===== config.mk =====
export PLATFORM = sky130hd
export DESIGN_NAME = pwm_duty_ramp
export DESIGN_NICKNAME = d
export VERILOG_FILES = /design/src/rtl/pwm_pkg.sv /design/src/rtl/pwm_period_counter.sv /design/src/rtl/pwm_duty_ramp.sv
export SDC_FILE = /design/constraint.sdc
export NUM_CORES = 1
export LEC_CHECK = 0
export ABC_AREA = 0
export CAP_MARGIN = 20
export CORE_MARGIN = 10
export CORE_UTILIZATION = 56
export DETAILED_ROUTE_END_ITERATION = 6
export GPL_ROUTABILITY_DRIVEN = 0
export GPL_TIMING_DRIVEN = 1
export PLACE_DENSITY = 0.79
export SYNTH_ARGS = -nofsm -noshare
export SYNTH_HDL_FRONTEND = slang
export SYNTH_SLANG_ARGS = --single-unit

===== constraint.sdc =====
create_clock -name clk -period 4.6 [get_ports clk]
set_input_delay 0.92 -clock clk [delete_from_list [all_inputs] [get_ports clk]]
set_output_delay 0.92 -clock clk [all_outputs]
set_load 0.1 [all_outputs]

===== src/rtl/pwm_pkg.sv =====
// -----------------------------------------------------------------------------
// pwm_pkg
//   Shared definitions for the PWM block and its duty-ramp front end.
//   - DUTY_W_DEFAULT : default duty / period-counter width (period = 2**W cycles)
//   - ramp_state_e   : ramp controller states
// -----------------------------------------------------------------------------
package pwm_pkg;

   localparam int DUTY_W_DEFAULT = 8;

   typedef enum logic [1:0] {
      IDLE      = 2'd0,
      RAMP_UP   = 2'd1,
      RAMP_DOWN = 2'd2
   } ramp_state_e;

endpackage : pwm_pkg


===== src/rtl/pwm_period_counter.sv =====
// -----------------------------------------------------------------------------
// pwm_period_counter
//   Enable-gated free-running DUTY_W-bit period counter. Used by both pwm and
//   pwm_duty_ramp so the two counters stay identical and aligned when they
//   share clk/rst/enable.
// Ports
//   clk       in   system clock
//   rst       in   synchronous active-high reset (counter -> 0)
//   enable_i  in   count enable; low freezes the counter
//   cnt_o     out  current count value
//   wrap_o    out  high in the cycle whose rising edge wraps 2**W-1 -> 0
// -----------------------------------------------------------------------------
module pwm_period_counter #(
   parameter int DUTY_W = 8
) (
   input  logic              clk,
   input  logic              rst,
   input  logic              enable_i,
   output logic [DUTY_W-1:0] cnt_o,
   output logic              wrap_o
);

   logic [DUTY_W-1:0] cnt_q;

   always_ff @(posedge clk) begin
      if (rst) begin
         cnt_q <= '0;
      end else if (enable_i) begin
         cnt_q <= cnt_q + 1'b1;
      end
   end

   assign cnt_o  = cnt_q;
   assign wrap_o = enable_i && (cnt_q == '1);

endmodule : pwm_period_counter


===== src/rtl/pwm_duty_ramp.sv =====
// -----------------------------------------------------------------------------
// pwm_duty_ramp
//   Soft-start / soft-stop stage feeding pwm.duty_cycle. Accepts a target duty
//   over a valid/ready handshake and slews duty_cycle toward it by STEP, only
//   on PWM period boundaries, so the new duty appears exactly when the PWM
//   period restarts (counter == 0).
// Ports
//   clk           in   system clock
//   rst           in   synchronous active-high reset
//   enable        in   same enable as pwm; low freezes counter and ramp
//   target_duty   in   requested final duty
//   target_valid  in   target_duty valid
//   target_ready  out  high while IDLE (combinational)
//   duty_cycle    out  registered duty to pwm
//   period_start  out  high while counter == 0 and enabled
//   ramping       out  high in RAMP_UP / RAMP_DOWN
//   done          out  1-cycle pulse when duty_cycle reaches the accepted target
// -----------------------------------------------------------------------------
module pwm_duty_ramp
   import pwm_pkg::*;
#(
   parameter int DUTY_W           = DUTY_W_DEFAULT,
   parameter int STEP             = 4,
   parameter int PERIODS_PER_STEP = 1
) (
   input  logic              clk,
   input  logic              rst,
   input  logic              enable,
   input  logic [DUTY_W-1:0] target_duty,
   input  logic              target_valid,
   output logic              target_ready,
   output logic [DUTY_W-1:0] duty_cycle,
   output logic              period_start,
   output logic              ramping,
   output logic              done
);

   localparam int SC_W = (PERIODS_PER_STEP > 1) ? $clog2(PERIODS_PER_STEP) : 1;
   localparam logic [SC_W-1:0]   SC_LAST = SC_W'(PERIODS_PER_STEP - 1);
   localparam logic [DUTY_W:0]   STEP_X  = (DUTY_W + 1)'(STEP);

   ramp_state_e       state_q;
   logic [DUTY_W-1:0] duty_q;
   logic [DUTY_W-1:0] target_q;
   logic [SC_W-1:0]   step_cnt_q;
   logic              done_q;

   logic [DUTY_W-1:0] cnt;
   logic              wrap;

   pwm_period_counter #(
      .DUTY_W (DUTY_W)
   ) u_period_counter (
      .clk      (clk),
      .rst      (rst),
      .enable_i (enable),
      .cnt_o    (cnt),
      .wrap_o   (wrap)
   );

   // Saturating step arithmetic, one bit wider than the duty so neither the
   // upward sum nor the downward comparison can wrap.
   logic [DUTY_W:0]   duty_x;
   logic [DUTY_W:0]   target_x;
   logic [DUTY_W:0]   sum_up;
   logic [DUTY_W:0]   floor_dn;
   logic [DUTY_W-1:0] up_val;
   logic [DUTY_W-1:0] dn_val;
   logic [DUTY_W-1:0] step_d;

   assign duty_x   = {1'b0, duty_q};
   assign target_x = {1'b0, target_q};
   assign sum_up   = duty_x + STEP_X;
   // duty - STEP <= target  <=>  duty <= target + STEP (no negative values needed)
   assign floor_dn = target_x + STEP_X;
   assign up_val   = (sum_up >= target_x) ? target_q : sum_up[DUTY_W-1:0];
   assign dn_val   = (duty_x <= floor_dn) ? target_q : (duty_q - STEP_X[DUTY_W-1:0]);
   assign step_d   = (state_q == RAMP_UP) ? up_val : dn_val;

   always_ff @(posedge clk) begin
      if (rst) begin
         state_q    <= IDLE;
         duty_q     <= '0;
         target_q   <= '0;
         step_cnt_q <= '0;
         done_q     <= 1'b0;
      end else begin
         done_q <= 1'b0;
         case (state_q)
            IDLE: begin
               if (target_valid) begin
                  target_q   <= target_duty;
                  step_cnt_q <= '0;
                  if (target_duty > duty_q) begin
                     state_q <= RAMP_UP;
                  end else if (target_duty < duty_q) begin
                     state_q <= RAMP_DOWN;
                  end else begin
                     done_q <= 1'b1;
                  end
               end
            end
            RAMP_UP, RAMP_DOWN: begin
               // wrap is already gated by enable, so a frozen counter freezes the ramp
               if (wrap) begin
                  if (step_cnt_q == SC_LAST) begin
                     step_cnt_q <= '0;
                     duty_q     <= step_d;
                     if (step_d == target_q) begin
                        done_q  <= 1'b1;
                        state_q <= IDLE;
                     end
                  end else begin
                     step_cnt_q <= step_cnt_q + 1'b1;
                  end
               end
            end
            default: state_q <= IDLE;
         endcase
      end
   end

   assign target_ready = (state_q == IDLE);
   assign ramping      = (state_q == RAMP_UP) || (state_q == RAMP_DOWN);
   assign duty_cycle   = duty_q;
   assign done         = done_q && !rst;
   assign period_start = enable && (cnt == '0) && !rst;

endmodule : pwm_duty_ramp

==> results.md <==
- Detailed placement HPWL: 4.47 mm
- Initial DRC Count: slightly above 300
- Max Cap Violations: 0
- Nets@finish: 350
- Via/cell ratio: between 6 and 7
- Synth async-reset ratio: 0%
- Largest net degree at the start of global routing: 31
- Die Width: around 84 um
- Worst Skew: ~0.0087 ns
- Crit path cell chain: ha_1, nand3_1, xnor2_1, ha_1, o21a_1, o21ai_0, a211oi_1, o31ai_1, a22oi_1, a31o_1, o32ai_1
- Area contributors post-synth: dfxtp_1 23%, ha_1 16%, nand2_1 5.8%, a21oi_1 5.0%, xnor2_1 4.9%
- Maximum clock insertion buffer count: 2
- Resize count post-CTS: 0
- Sw Ratio: a little over a third
- 1st-pass router iterations: 4
- # diodes: 0
- Final WS setup: ~1.0 ns
- Setup_tns: 0 ns
- Slew HR: between 30% and 40%
- Layout cells sized above 1: 4.89%
- Total Power: 579 uW
- DRC: 0
- CP Buf/Inv Count: 0
- PD cells: 223 nW/um^2
- Syn-to-layout area delta: 12.5%
- Gr usage total: between 15 and 20%
- Die area: about 7100 um^2
- Worst path max stage delay: approximately 0.77 ns
- Number of global-route vias before repair: roughly 2100
- Worst setup SP type: register
- Cell variety after synth: 53
- Flop pwr share: ~45%
- Root buf cell: clkbuf_8
- Cells after synthesis: approximately 290
- Antenna viol nets, final: 0
- Crit path max-delay family: compound AO/OA/AOI/OAI gates
- Crit path time final: between 3 and 4 ns
- Clk_lat worst skew: 0.28 ns
- Top-area cell type share of the netlist area: a little under a quarter
- Net Count, Synth: about 330
- Cts bufs inserted: 3
- Initial Util: roughly 58%
- Worst EP required: 4.77 ns
- Switch Pwr: 210 uW
- Slew @ Worst Pin: 0.986 ns
- Hold Path Class: register to register
- Internal: 370 uW
- Via Count: between 2000 and 2500
- Arrival time worst endpoint: 3.72 ns
- Post-synthesis register bit count: 27
- Post-Place Worst Slack: about 1.2 ns
- Total grt overflow: 0
- Share of total power in combinational logic: 31.1%
- DIE HEIGHT: about 84 um
- CP max-delay cell: a211oi_1
- RSZ-0062 raised after global routing: no
- Final Cycle Share: 77.3%
- VDD IR max: 176 uV
- Routed WL per cell: roughly 16 um
- Maximum clock frequency: approximately 280 MHz
- Hold_buf cts: 0
- Antenna violations before repair: 0
- CTS tree: done
- Leakage: 0.991 nW
- Clock power share: approximately a quarter
- Final setup fails: 0
- Core ar.: around 4000 um^2
- CTS HTree Levels: 1
- Kind of critical path: register to register
- CP Capture Type: register
- Max-slew violations: 0
- Register area share after synthesis: a little under a quarter
- Synth area leader: dfxtp_1
- Post-synth top flop: dfxtp_1
- Status: completed
- Most used cell, CP: ha_1
- I/O pin cnt: 24
- CTS sink cnt: 27
- Drt total wl: ~5.6 mm
- I/O Buffers: 23
- # Post-CTS Setup Buffers: 0
- Cell Area, Synth: between 2000 and 2500 um^2
- First-pass GRT wire length: 9.80 mm
- FP Rows: 23
- Number of flops mapped to enable cells by yosys: 0
- Fin. Hold Viols: 0
- Syn avg cell area: roughly 8.0 um^2
- Synth top cells by count: 36 x nand2_1, 30 x ha_1, 27 x dfxtp_1
- Yosys warns: 0
- Worst-path clk slew: 0.10 ns
- Crit-path max FO: 10
- Most common cell in the synthesized netlist: nand2_1
layer usage:
layer  share of wire [%]  vias to the layer above  GRT usage, %
met3                 7.0                       11          2.13
met5                   0                        -             0
li1                    -                     1074             -
met2                  45                       82          24.8
met1                  46                      982          21.2
met4                 2.0                        0          7.15
placed cells by master, fill, tap and decap left out, types with 3 or more instances in the layout:
cell type        count
nand3b_1             3
inv_1               25
ha_1                30
o21ai_0              5
xor2_1               9
a221oi_1             3
clkbuf_8             3
clkdlybuf4s50_1     21
a31oi_1              4
o21a_1               4
dfxtp_1             27
and3_1               3
xnor2_1             13
a21oi_1             23
o31ai_1              3
nor2_1              18
nand3_1             15
buf_4                3
nand2_1             36
nand2b_1             3
a211oi_1             5
o32ai_1              3
nand4_1              6
nor2b_1              4
stage by stage:
stage               instance area [um^2]  std cells  util, %  hold WS [ns]
global route                        2600        357     65.1         0.556
global placement                    2550        353     63.9         0.504
detailed placement                  2550        353     63.9         0.507
CTS                                 2600        357     65.1         0.520
finish                              2600        357     65.1         0.526
floorplan                           2320        289        -         0.463
tightest hold or removal path: stages, from the launching register on:
cell     delay, ns
dfxtp_1       0.36
nand2_1       0.07
a21oi_1       0.05
logic make-up (layout without fill, tap and decap cells):
group,count (synthesis),count (layout),synth area share (%)
flip-flops,27,27,23.4
buffers and inverters,35,53,6.70
AND/OR/NAND/NOR,101,101,21.8
AO/OA/AOI/OAI,72,72,22.2
XOR/XNOR,23,23,9.30
multiplexers,1,1,0.432
adder cells (fa/ha/maj),30,30,16.2
cell type report:
class | instances | area, um^2
sequential | 27 | 541
fill | 346 | 1400
clock inverter | 1 | 7.51
clock buffer | 3 | 41.3
tap | 50 | 62.6
timing repair buffer | 24 | 233
inverter | 25 | 93.8
multi-input combinational | 227 | 1630
sequential cells by signal, indices dropped and copies added (netlist names):
name	count
duty_cycle	8
target_q	8
u_period_counter.cnt_o	8
state_q	2
done_q	1
power groups by stage:
stage	registers, mW	logic (mW)	clock network, mW
finish	0.259	0.180	0.140
global route	0.261	0.200	0.150
CTS	0.259	0.179	0.141
detailed placement	0.264	0.178	0
global placement	0.264	0.174	0
floorplan	0.258	0.138	0
worst paths after layout:
kind | startpoint | to | slack, ns | cells past startpoint
worst max-delay path | duty_cycle[2] | state_q[1] | 1.05 | 11
worst min-delay path | target_q[0] | target_q[0] | 0.53 | 2
worst max register to register | duty_cycle[2] | state_q[1] | 1.05 | 11
worst min register to register | target_q[0] | target_q[0] | 0.53 | 2
Note: power is estimated with default switching activity, not from simulation.
